$ cat src/rtl/fetch_stage_pkg.sv
// Shared CPU defines: fetch reset/NOP constants, fetch FSM encoding, decode-side select codes.
package fetch_stage_pkg;

  localparam logic [31:0] RESET_PC = 32'h0000_0000;
  localparam logic [31:0] NOP_INST = 32'h0000_0013;

  typedef enum logic [1:0] {
    ST_RST   = 2'd0,
    ST_FETCH = 2'd1,
    ST_HOLD  = 2'd2,
    ST_KILL  = 2'd3
  } fetch_state_t;

  typedef enum logic {
    ALUB_RS2 = 1'b0,
    ALUB_IMM = 1'b1
  } alub_sel_t;

  typedef enum logic [1:0] {
    DRAM_BYTE = 2'd0,
    DRAM_HALF = 2'd1,
    DRAM_WORD = 2'd2
  } dram_size_t;

  function automatic logic [31:0] next_pc(input logic [31:0] pc);
    return pc + 32'd4;
  endfunction

endpackage

$ cat src/rtl/if_id_reg.sv
// IF/ID pipeline register: flush beats stall beats load; no load gives a NOP bubble.
// One-cycle register; stall freezes every field.
module if_id_reg #(
  parameter logic [31:0] NOP_INST = fetch_stage_pkg::NOP_INST
) (
  input  logic        clk,
  input  logic        rst_n,
  input  logic        flush,
  input  logic        stall,
  input  logic        load,
  input  logic [31:0] load_pc,
  input  logic [31:0] load_inst,
  output logic        valid,
  output logic [31:0] pc,
  output logic [31:0] pc4,
  output logic [31:0] inst
);
  import fetch_stage_pkg::*;

  always_ff @(posedge clk) begin
    if (!rst_n) begin
      valid <= 1'b0;
      pc    <= 32'h0;
      pc4   <= 32'h0;
      inst  <= NOP_INST;
    end else if (flush) begin
      // pc/pc4 keep their last values so a squashed slot still reports where it was
      valid <= 1'b0;
      inst  <= NOP_INST;
    end else if (!stall) begin
      if (load) begin
        valid <= 1'b1;
        pc    <= load_pc;
        pc4   <= next_pc(load_pc);
        inst  <= load_inst;
      end else begin
        valid <= 1'b0;
        inst  <= NOP_INST;
      end
    end
  end

endmodule

$ cat src/rtl/fetch_stage.sv
// Instruction fetch: one outstanding imem request, 1-entry hold buffer for load-use stalls, jump redirect.
// IF/ID loads on the ack edge (1 instr/cycle with 1-cycle acks); pipeline_stop parks the word, is_jump always wins.
module fetch_stage #(
  parameter logic [31:0] RESET_PC = fetch_stage_pkg::RESET_PC,
  parameter logic [31:0] NOP_INST = fetch_stage_pkg::NOP_INST
) (
  input  logic        clk,
  input  logic        rst_n,
  input  logic        pipeline_stop,
  input  logic        if_id_flush,
  input  logic        is_jump,
  input  logic [31:0] jump_target,
  output logic        imem_req,
  output logic [31:0] imem_addr,
  input  logic        imem_ack,
  input  logic [31:0] imem_rdata,
  output logic        id_valid,
  output logic [31:0] id_pc,
  output logic [31:0] id_pc4,
  output logic [31:0] id_inst,
  output logic [31:0] stall_cnt
);
  import fetch_stage_pkg::*;

  fetch_state_t state, state_next;
  logic [31:0]  pc, pc_next;
  logic [31:0]  redirect, redirect_next;
  logic [31:0]  hold_inst, hold_inst_next;
  logic [31:0]  hold_pc, hold_pc_next;
  logic         load;
  logic [31:0]  load_pc, load_inst;

  always_ff @(posedge clk) begin
    if (!rst_n) begin
      state     <= ST_RST;
      pc        <= RESET_PC;
      redirect  <= 32'h0;
      hold_inst <= 32'h0;
      hold_pc   <= 32'h0;
      stall_cnt <= 32'h0;
    end else begin
      state     <= state_next;
      pc        <= pc_next;
      redirect  <= redirect_next;
      hold_inst <= hold_inst_next;
      hold_pc   <= hold_pc_next;
      if (pipeline_stop && stall_cnt != 32'hFFFF_FFFF)
        stall_cnt <= stall_cnt + 32'd1;
    end
  end

  always_comb begin
    state_next     = state;
    pc_next        = pc;
    redirect_next  = redirect;
    hold_inst_next = hold_inst;
    hold_pc_next   = hold_pc;
    load           = 1'b0;
    load_pc        = pc;
    load_inst      = imem_rdata;
    imem_req       = 1'b0;
    case (state)
      ST_RST: begin
        state_next = ST_FETCH;
        if (is_jump)
          pc_next = jump_target;
      end
      ST_FETCH: begin
        imem_req = 1'b1;
        if (imem_ack) begin
          if (is_jump) begin
            pc_next = jump_target;
          end else if (pipeline_stop) begin
            hold_inst_next = imem_rdata;
            hold_pc_next   = pc;
            state_next     = ST_HOLD;
          end else begin
            load    = 1'b1;
            pc_next = next_pc(pc);
          end
        end else if (is_jump) begin
          // the request already on the bus must complete before we can redirect
          redirect_next = jump_target;
          state_next    = ST_KILL;
        end
      end
      ST_KILL: begin
        imem_req = 1'b1;
        if (imem_ack) begin
          pc_next    = is_jump ? jump_target : redirect;
          state_next = ST_FETCH;
        end else if (is_jump) begin
          redirect_next = jump_target;
        end
      end
      ST_HOLD: begin
        if (is_jump) begin
          pc_next    = jump_target;
          state_next = ST_FETCH;
        end else if (!pipeline_stop) begin
          load       = 1'b1;
          load_pc    = hold_pc;
          load_inst  = hold_inst;
          pc_next    = next_pc(hold_pc);
          state_next = ST_FETCH;
        end
      end
      default: state_next = ST_RST;
    endcase
  end

  assign imem_addr = pc;

  if_id_reg #(
    .NOP_INST(NOP_INST)
  ) u_if_id (
    .clk      (clk),
    .rst_n    (rst_n),
    .flush    (if_id_flush | is_jump),
    .stall    (pipeline_stop),
    .load     (load),
    .load_pc  (load_pc),
    .load_inst(load_inst),
    .valid    (id_valid),
    .pc       (id_pc),
    .pc4      (id_pc4),
    .inst     (id_inst)
  );

endmodule

$ cat config.mk
export PLATFORM = sky130hd
export DESIGN_NAME = fetch_stage
export DESIGN_NICKNAME = d
export VERILOG_FILES = /design/src/rtl/fetch_stage_pkg.sv /design/src/rtl/if_id_reg.sv /design/src/rtl/fetch_stage.sv
export SDC_FILE = /design/constraint.sdc
export NUM_CORES = 1
export LEC_CHECK = 0
export ABC_CLOCK_PERIOD_IN_PS = 3100
export BUFFER_PORTS_ARGS = -buffer_cell sky130_fd_sc_hd__buf_4
export CAP_MARGIN = 20
export CORE_ASPECT_RATIO = 0.5
export CORE_UTILIZATION = 51
export DETAILED_ROUTE_END_ITERATION = 12
export PLACE_DENSITY = 0.77
export SKIP_LAST_GASP = 1
export SLEW_MARGIN = 20
export SYNTH_ARGS = -nofsm -noshare
export SYNTH_HDL_FRONTEND = slang
export SYNTH_HIERARCHICAL = 1
export SYNTH_SLANG_ARGS = --single-unit
$ cat constraint.sdc
create_clock -name clk -period 3.1 [get_ports clk]
set_input_delay 0.31 -clock clk [delete_from_list [all_inputs] [get_ports clk]]
set_output_delay 0.31 -clock clk [all_outputs]
set_load 0.005 [all_outputs]
==> run_results.csv, run 1 <==
group,metric,value,unit
placed_design,place_hpwl,27470,um
sta,holdWs,0.02814,ns
route,routed_wl,39890,um
yosys,synth_seq_cells,257,
final_layout,syn_to_final_growth,22.23,%
hold_path,hold_depth,3,
sta,rsz0062_at_grt,"no",
yosys,synth.net_count,1724,
clock_tree,cts_made_buffers,24,
clock_tree,cts_tree,"done",
power_and_ir_drop,power_leakage,6.135,nW
power_and_ir_drop,p_per_area,490.1,mW/mm2
power_and_ir_drop,pwr-share-comb,0.140,
sta,hold_viol,0,
clock_tree,cts_hold_buf,0,
sta,drv_slew,0,
clock_tree,cts_htree_levels,1,
route,drt-initial-drc-count,1190,
yosys,syn_avg_cell_area,8.008,um2
sta,timing.fmax,353.3,MHz
critical_path,path_class,"reg -> reg",
sta,finalSetupViolCount,0,
sta,skew,0.01454,ns
critical_path,reg2regPathDepth,11,
power_and_ir_drop,pwr-share-seq,0.451,
yosys,synthesis.area,0.01317,mm2
floorplan,fp.dieH,115.6,um
route,dr.pass1.iters,5,
route,ant_nets,0,
critical_path,path_max_fanout,18,
power_and_ir_drop,clkPwrFrac,0.409,
sta,period_share,0.9129,
clock_tree,path_clk_slew,0.07,ns
critical_path,critPathLaunchType,"flop",
grt,grt_use_total,0.2918,
final_layout,nets,1909,
floorplan,die_area,0.02652,mm2
grt,gr-total-overflow,0,
sta,setup_tns,0,ns
hold_path,hold_path.class,"in -> reg",
critical_path,worst_ep_required_time,3.57,ns
sta,fin_crit,2.830,ns
power_and_ir_drop,netSwitchingFraction,0.2711,
floorplan,die_w,229.3,um
final_layout,drive_gt1_frac,0.2300,
yosys,syn_inst,1645,
clock_tree,cts_buffer_depth,3,
yosys,yosys.area.top_type_share,0.3905,
grt,antenna_found_initial,2,
power_and_ir_drop,p_int,0.005753,W
grt,grt_pass1_vias,11500,
yosys,synthFlopType,"dfxtp_1",
route,drc,0,
route,wl_per_cell,18.19,um
clock_tree,clock-sinks,257,
route,routed_via_density,5.831,
floorplan,core,0.02529,mm2
grt,grt_max_degree,90,
sta,slew_headroom,0.4408,
floorplan,io_pins,232,
critical_path,endpoint_kind,"flop",
status,status,"finished clean",
yosys,ys_seq_area_frac,0.3905,
clock_tree,root_buffer,"clkbuf_16",
power_and_ir_drop,power_switching,0.002139,W
placed_design,port_buffers,231,
yosys,synth_edf_count,0,
yosys,yosys.area.top_type,"dfxtp_1",
floorplan,rows,41,
yosys,ys_types,71,
floorplan,start_util,0.5209,
route,num_vias,12790,
sta,worstMarginPinSlew,0.8301,ns
clock_tree,worstSkewPairLatency,0.54,ns
grt,grt_pass1_wl,62740,um
placed_design,place_congestion,0.9290,
yosys,synth_area_leaders,"dfxtp_1, nand2_1, a21oi_1",
critical_path,arrival,3.30,ns
job,cap_viol_max_count,0,
yosys,ys_warn_count,6,
yosys,synthArstFlopShare,0,
power_and_ir_drop,irDropWorstVdd,0.3362,mV
==> cell type report <==
type                       count  area (um2)
timing repair buffer         278        2100
fill                        2241        9188
clock buffer                  36       737.0
antenna                        1       2.502
sequential                   257        5145
clock inverter                 8       117.6
tap                          344       430.4
inverter                      17       66.31
multi-input combinational   1252        7505
==> worst max-delay path, cell delays in order (launching register included) <==
cell	delay (ns)
dfxtp_1	0.40
inv_1	0.10
ha_1	0.21
nor2b_1	0.14
and2_4	0.24
mux2_2	0.31
ha_1	0.20
nand3_1	0.27
nor4_4	0.41
nand4_1	0.18
xor2_1	0.17
a21oi_1	0.13
==> through the flow <==
stage	cell area (um2)	setup slack, ns	utilization	std cells	power (W)
floorplan	13170	0.01797	-	1645	0.004220
global route	16100	0.01329	0.6367	2193	0.008175
CTS	16090	0.06390	0.6362	2192	0.007892
finish	16100	0.2699	0.6367	2193	0.007893
global placement	15230	0.1278	0.6022	2148	0.004689
detailed placement	15230	0.01578	0.6022	2148	0.004697
==> registers in the layout (all words and copies together), names as in the netlist <==
signal	cells
u_if_id/pc	32
hold_inst	32
u_if_id/inst	32
imem_addr	32
u_if_id/valid	1
state	2
hold_pc	32
redirect	32
stall_cnt	32
u_if_id/pc4	30
==> Yosys cell counts, drive strengths merged, types with 9 or more instances <==
master / count
a21boi: 34
a21oi: 160
a221oi: 10
a22oi: 29
and3: 18
and4: 15
buf: 34
clkbuf: 85
dfxtp: 257
ha: 9
inv: 17
mux2: 63
nand2: 364
nand3: 45
nand4: 38
nor2: 99
nor3: 18
nor4: 21
o211ai: 16
o21ai: 102
or3: 10
xnor2: 46
xor2: 47
==> metal layers <==
| metal | GRT usage | routed length [um] | share of wire | up-vias |
|---|---|---|---|---|
| met5 | 0 | 12 | 0.00030 | - |
| met4 | 0.09556 | 1167 | 0.029 | 2 |
| met3 | 0.05635 | 3327 | 0.083 | 80 |
| li1 | - | - | - | 6150 |
| met1 | 0.4148 | 18120 | 0.45 | 6044 |
| met2 | 0.4459 | 17260 | 0.43 | 512 |
==> kinds of logic after synthesis <==
family                   share of synthesized area
buffers and inverters                      0.04350
multiplexers                               0.05613
XOR/XNOR                                   0.06183
AO/OA/AOI/OAI                               0.1976
flip-flops                                  0.3905
adder cells (fa/ha/maj)                   0.008548
AND/OR/NAND/NOR                             0.2419
==> cell usage in the layout, fill, tap and decap left out, drive strengths merged, types with 7 or more instances in the layout <==
cell type	synthesis	routed
and3	18	18
a21boi	34	34
nand4	38	38
nor2b	7	7
nand3	45	45
inv	17	17
xor2	47	47
o221ai	8	8
o211ai	16	16
nor4	21	21
nand2	364	364
a221oi	10	10
a221o	8	8
clkbuf	85	36
and2	8	8
dfxtp	257	257
buf	34	278
nor2	99	99
a22oi	29	29
or3	10	10
o211a	8	8
xnor2	46	46
and4	15	15
nand2b	7	7
mux2	63	63
ha	9	9
a21oi	160	160
nor3	18	18
o21ai	102	102
a31oi	7	7
==> power by group through the flow <==
| stage | combinational [W] | sequential, W | clock [W] |
|---|---|---|---|
| 6_report | 0.00111 | 0.00356 | 0.00323 |
| 5_1_grt | 0.00120 | 0.00356 | 0.00341 |
| 4_1_cts | 0.00109 | 0.00355 | 0.00326 |
| 3_5_place_dp | 0.00108 | 0.00362 | 0 |
| 3_3_place_gp | 0.00107 | 0.00362 | 0 |
| 2_1_floorplan | 0.000651 | 0.00357 | 0 |
==> path summary, 6_finish.rpt <==
| check | end | slack [ns] | start |
|---|---|---|---|
| min | redirect[11] | 0.03 | jump_target[11] |
| min reg2reg | hold_inst[25] | 0.45 | hold_inst[25] |
| max | u_if_id/pc4[22] | 0.27 | state[0] |
| max reg2reg | u_if_id/pc4[22] | 0.27 | state[0] |
==> timing repair <==
action,in CTS,in global routing
resized for setup,1,2
cloned,0,0
buffers inserted,0,0
setup endpoints to repair,1,13
Power figures use the tool's default switching activity.
==> run 2, diff against run 1 <==
--- a/config.mk
+++ b/config.mk
@@ -6,12 +6,12 @@
 export NUM_CORES = 1
 export LEC_CHECK = 0
 export ABC_CLOCK_PERIOD_IN_PS = 3100
-export BUFFER_PORTS_ARGS = -buffer_cell sky130_fd_sc_hd__buf_4
 export CAP_MARGIN = 20
 export CORE_ASPECT_RATIO = 0.5
-export CORE_UTILIZATION = 51
+export CORE_UTILIZATION = 54
 export DETAILED_ROUTE_END_ITERATION = 12
-export PLACE_DENSITY = 0.77
+export DONT_BUFFER_PORTS = 1
+export PLACE_DENSITY = 0.72
 export SKIP_LAST_GASP = 1
 export SLEW_MARGIN = 20
 export SYNTH_ARGS = -nofsm -noshare
==> run_results.csv, run 2 (synthesis gave the netlist of run 1 again) <==
group,metric,value,unit
status,status,"finished clean",
sta,slew_headroom,0.4668,
critical_path,critPathLaunchType,"flop",
sta,holdWs,0.02547,ns
critical_path,worst_ep_required_time,3.59,ns
grt,grt_max_degree,73,
floorplan,die_w,222.9,um
clock_tree,path_clk_slew,0.07,ns
floorplan,rows,39,
critical_path,path_max_fanout,21,
floorplan,fp.dieH,112.4,um
grt,gr-total-overflow,0,
hold_path,hold_path.class,"in -> reg",
grt,grt_pass1_vias,11950,
sta,period_share,0.9312,
critical_path,arrival,3.37,ns
sta,setup_tns,0,ns
route,m1WireLength,18200,um
route,drc,0,
clock_tree,cts_htree_levels,1,
clock_tree,cts_made_buffers,25,
route,routed_via_density,6.303,
sta,timing.fmax,346.4,MHz
placed_design,place_congestion,0.9155,
route,routed_wl,42690,um
power_and_ir_drop,irDropWorstVdd,0.3835,mV
route,drt-initial-drc-count,1442,
route,num_vias,12600,
critical_path,endpoint_kind,"flop",
route,dr_wl_met3,4626,um
critical_path,path_class,"reg -> reg",
floorplan,io_pins,232,
clock_tree,worstSkewPairLatency,0.56,ns
grt,grt_use_total,0.3327,
floorplan,die_area,0.02506,mm2
final_layout,drive_gt1_frac,0.1183,
power_and_ir_drop,power_leakage,5.266,nW
sta,drv_slew,0,
sta,skew,0.01773,ns
grt,antenna_found_initial,1,
route,wl_met2,18760,um
clock_tree,cts_buffer_depth,3,
final_layout,nets,1754,
route,ant_nets,0,
route,dr.pass1.iters,7,
sta,finalSetupViolCount,0,
route,routed.top_layer,"met4",
sta,hold_viol,0,
floorplan,core,0.02337,mm2
final_layout,mostFrequentLayoutCell,"nand2_1",
final_layout,syn_to_final_growth,14.50,%
job,cap_viol_max_count,0,
power_and_ir_drop,p_per_area,520.6,mW/mm2
sta,worstMarginPinSlew,0.7925,ns
placed_design,place_hpwl,28040,um
placed_design,port_buffers,0,
clock_tree,clock-sinks,257,
grt,grt_pass1_wl,66790,um
sta,fin_crit,2.887,ns
floorplan,start_util,0.5636,
route,wl_per_cell,21.36,um
clock_tree,cts_tree,"done",
clock_tree,root_buffer,"clkbuf_16",
final_layout,final_cell_mix,"nand2_1, dfxtp_1, a21oi_1",
run 2: cell types whose count changed in the layout (fill, tap and decap cells not counted), sizes merged:
cell | before | now
inv | 17 | 18
clkinv | 4 | 5
bufinv | 3 | 4
buf | 278 | 55
dlygate4sd3 | 0 | 67
clkinvlp | 1 | 2
clkbuf | 36 | 31
run 2: timing repair:
action / CTS / global route
hold endpoints to repair: 176 / 0
hold buffers: 69 / 0
setup endpoints to repair: 0 / 16
buffers inserted: 0 / 6
gates resized for setup: 0 / 2
run 2: cell type report:
type                            instances  area [um2]
Clock buffer                           31       678.2
Inverter                               17       66.31
Clock inverter                         12       183.9
Fill cell                            1979        8289
Timing Repair Buffer                  122        1132
Multi-Input combinational cell       1252        7492
Antenna cell                            1       2.502
Sequential cell                       257        5145
Tap cell                              307       384.1
run 2: per-stage QoR:
stage	utilization	cells	instance area, um2	total power, W	setup WS [ns]
final	0.6454	1999	15080	0.007853	0.2133
after global routing	0.6453	1998	15080	0.008111	-0.004166
after CTS	0.6431	1992	15030	0.007842	0.03831
after detailed placement	0.5755	1880	13450	0.004511	0.03754
after global placement	0.5754	1880	13450	0.004491	0.1378
after floorplan	-	1645	13170	0.004220	0.01797
run 2: final timing paths:
path	from	endpoint	slack (ns)	depth (start not counted)
setup reg to reg	state[0]	u_if_id/pc4[23]	0.21	12
hold reg to reg	hold_inst[18]	hold_inst[18]	0.45	2
hold / removal	jump_target[4]	imem_addr[4]	0.03	2
setup / recovery	state[0]	u_if_id/pc4[23]	0.21	12
run 2: routing by layer:
layer / up-vias / track usage
li1: 5853 / -
met1: 5973 / 0.4478
met2: 669 / 0.5242
met3: 105 / 0.08822
met4: 0 / 0.09701
met5: - / 0
run 2: power by group:
group / internal, W / total, W / switching [W] / leakage, nW
clock network: 0.00189 / 0.00327 / 0.00137 / 0.417
logic: 0.000405 / 0.00104 / 0.000631 / 2.77
registers: 0.00340 / 0.00355 / 0.000155 / 2.08
total: 0.00570 / 0.00785 / 0.00216 / 5.27
run 2: critical path: stages (launching register included):
cell and delay [ns]:
dfxtp_1 0.40, inv_1 0.10, ha_1 0.21, nor2b_1 0.14
and2_4 0.21, buf_6 0.19, mux2_2 0.28, nand4_1 0.28
nor4_4 0.42, buf_4 0.19, nand4_1 0.11, xor2_1 0.16
a21oi_1 0.13
==> run 3, diff against run 2 <==
--- a/config.mk
+++ b/config.mk
@@ -12,6 +12,7 @@
 export DETAILED_ROUTE_END_ITERATION = 12
 export DONT_BUFFER_PORTS = 1
 export PLACE_DENSITY = 0.72
+export REMOVE_ABC_BUFFERS = 1
 export SKIP_LAST_GASP = 1
 export SLEW_MARGIN = 20
 export SYNTH_ARGS = -nofsm -noshare
==> run_results.csv, run 3 (synthesis gave the netlist of run 1 again) <==
group,metric,value,unit
status,status,"finished clean",
power_and_ir_drop,finalPower,0.007635,W
floorplan,io_pins,232,
final_layout,drive_gt1_frac,0.1177,
clock_tree,cts_tree,"done",
power_and_ir_drop,irDropWorstVdd,0.3736,mV
critical_path,endpoint_kind,"flop",
critical_path,r2r_slack,0.16,ns
route,num_vias,12780,
job,cap_viol_max_count,0,
sta,worstMarginPinSlew,0.9055,ns
final_layout,fin_util,0.6443,
final_layout,final_cell_mix,"nand2_1, dfxtp_1, a21oi_1",
route,drc,0,
final_layout,n_fill_cell,1938,
power_and_ir_drop,p_per_area,507.0,mW/mm2
critical_path,reg2regPathDepth,12,
floorplan,start_util,0.5636,
grt,grt_pass1_wl,65760,um
grt,gr-total-overflow,0,
critical_path,rr_endpoint,"u_if_id/pc4[14]",
clock_tree,cts_made_buffers,24,
route,routed_via_density,6.392,
sta,skew,0.01713,ns
sta,period_share,0.9500,
grt,grtUsageMet2,0.5277,
floorplan,die_w,222.9,um
floorplan,rows,39,
grt,antenna_found_initial,0,
placed_design,place_congestion,0.9680,
grt,grt_max_degree,71,
clock_tree,root_buffer,"clkbuf_16",
route,drt-initial-drc-count,1521,
power_and_ir_drop,power_leakage,5.262,nW
grt,use_met3,0.08089,
clock_tree,cts_buffer_depth,3,
clock_tree,clock-sinks,257,
placed_design,port_buffers,0,
route,routed_wl,42520,um
critical_path,r2r_start,"state[0]",
floorplan,die_area,0.02506,mm2
final_layout,nets,1755,
sta,drv_slew,0,
clock_tree,worstSkewPairLatency,0.54,ns
critical_path,critPathLaunch,"state[0]",
placed_design,place.detailed.instances,1884,
hold_path,hold_path.class,"in -> reg",
clock_tree,path_clk_slew,0.07,ns
sta,hold_viol,0,
sta,finalSetupViolCount,0,
sta,slew_headroom,0.3899,
sta,fin_crit,2.945,ns
critical_path,arrival,3.37,ns
critical_path,path_class,"reg -> reg",
critical_path,crit_path_end,"u_if_id/pc4[14]",
grt,grt_pass1_vias,11990,
critical_path,critPathLaunchType,"flop",
critical_path,worst_ep_required_time,3.53,ns
clock_tree,cts_htree_levels,1,
final_layout,syn_to_final_growth,14.32,%
floorplan,core,0.02337,mm2
route,ant_nets,0,
grt,gr-usage-met1,0.4284,
floorplan,fp.dieH,112.4,um
placed_design,place_hpwl,27520,um
route,dr.pass1.iters,5,
route,wl_per_cell,21.27,um
final_layout,final_cells,1999,
grt,grt_busiest_layer,"met2",
grt,grt_use_total,0.3276,
critical_path,path_max_fanout,5,
final_layout,mostFrequentLayoutCell,"nand2_1",
sta,timing.fmax,339.6,MHz
[run 3: cell types whose count changed in the layout (fill, tap and decap cells not counted), sizes merged]
cell and change:
buf +1, bufinv -2, dlygate4sd3 +1, clkbuf +3
clkinvlp -2, inv -1
[run 3: metrics by stage]
stage	worst slack [ns]	area, um2	setup TNS [ns]	hold WS [ns]
floorplan	-1.577	12660	-188.12	0.4317
detailed placement	0.1530	13510	0	0.4464
global route	-0.01268	15060	-0.02371	0.01344
global placement	0.2071	13500	0	0.4374
CTS	0.1330	15020	0	0.0002474
finish	0.1551	15060	0	0.01041
[run 3: how the worst min path moves through the flow]
stage / startpoint / to / slack, ns / cells past startpoint
after CTS: rst_n / imem_addr[14] / 0.0002 / 2
final: jump_target[13] / imem_addr[13] / 0.01 / 2
after floorplan: rst_n / stall_cnt[8] / 0.43 / 1
after global placement: rst_n / stall_cnt[8] / 0.44 / 1
after global routing: rst_n / imem_addr[14] / 0.01 / 2
after detailed placement: hold_inst[24] / hold_inst[24] / 0.45 / 2
[run 3: power breakdown]
part	internal, W	switching (W)
logic	0.000401	0.000608
clock network	0.00175	0.00132
registers	0.00340	0.000157
total	0.00555	0.00208
[run 3: metal layers]
layer	routed length, um	part of all wire
met4	1566	0.037
met5	0	0
met3	4634	0.11
met2	19210	0.45
met1	17110	0.40
[run 3: what timing repair did]
| item | 4_1_cts | 5_1_grt |
|---|---|---|
| endpoints found under the hold margin | 174 | 1 |
| gates resized for setup | 0 | 1 |
| buffers inserted | 0 | 3 |
| endpoints found under the setup margin | 0 | 8 |
| hold buffers | 69 | 1 |
[run 3: layout make-up]
type,instances,area [um2],share of cell area
diodes,1,2.502,0.0001662
clock buffers,34,709.4,0.04710
clock inverters,7,85.08,0.005649
inverters,17,66.31,0.004403
multi-input cells,1252,7497,0.4978
flip-flops and latches,257,5145,0.3416
well taps,307,384.1,0.02550
repair buffers,124,1171,0.07776
[run 3: worst max-delay path, cell delays in order (launching register included)]
cell and delay, ns:
dfxtp_1 0.38, inv_1 0.10, ha_1 0.22, nor2b_1 0.14, and2_2 0.23, mux2_2 0.29
ha_1 0.20, nand3_1 0.31, buf_4 0.29, nor3_1 0.27, and3_1 0.21, xnor2_1 0.12
a21oi_1 0.08
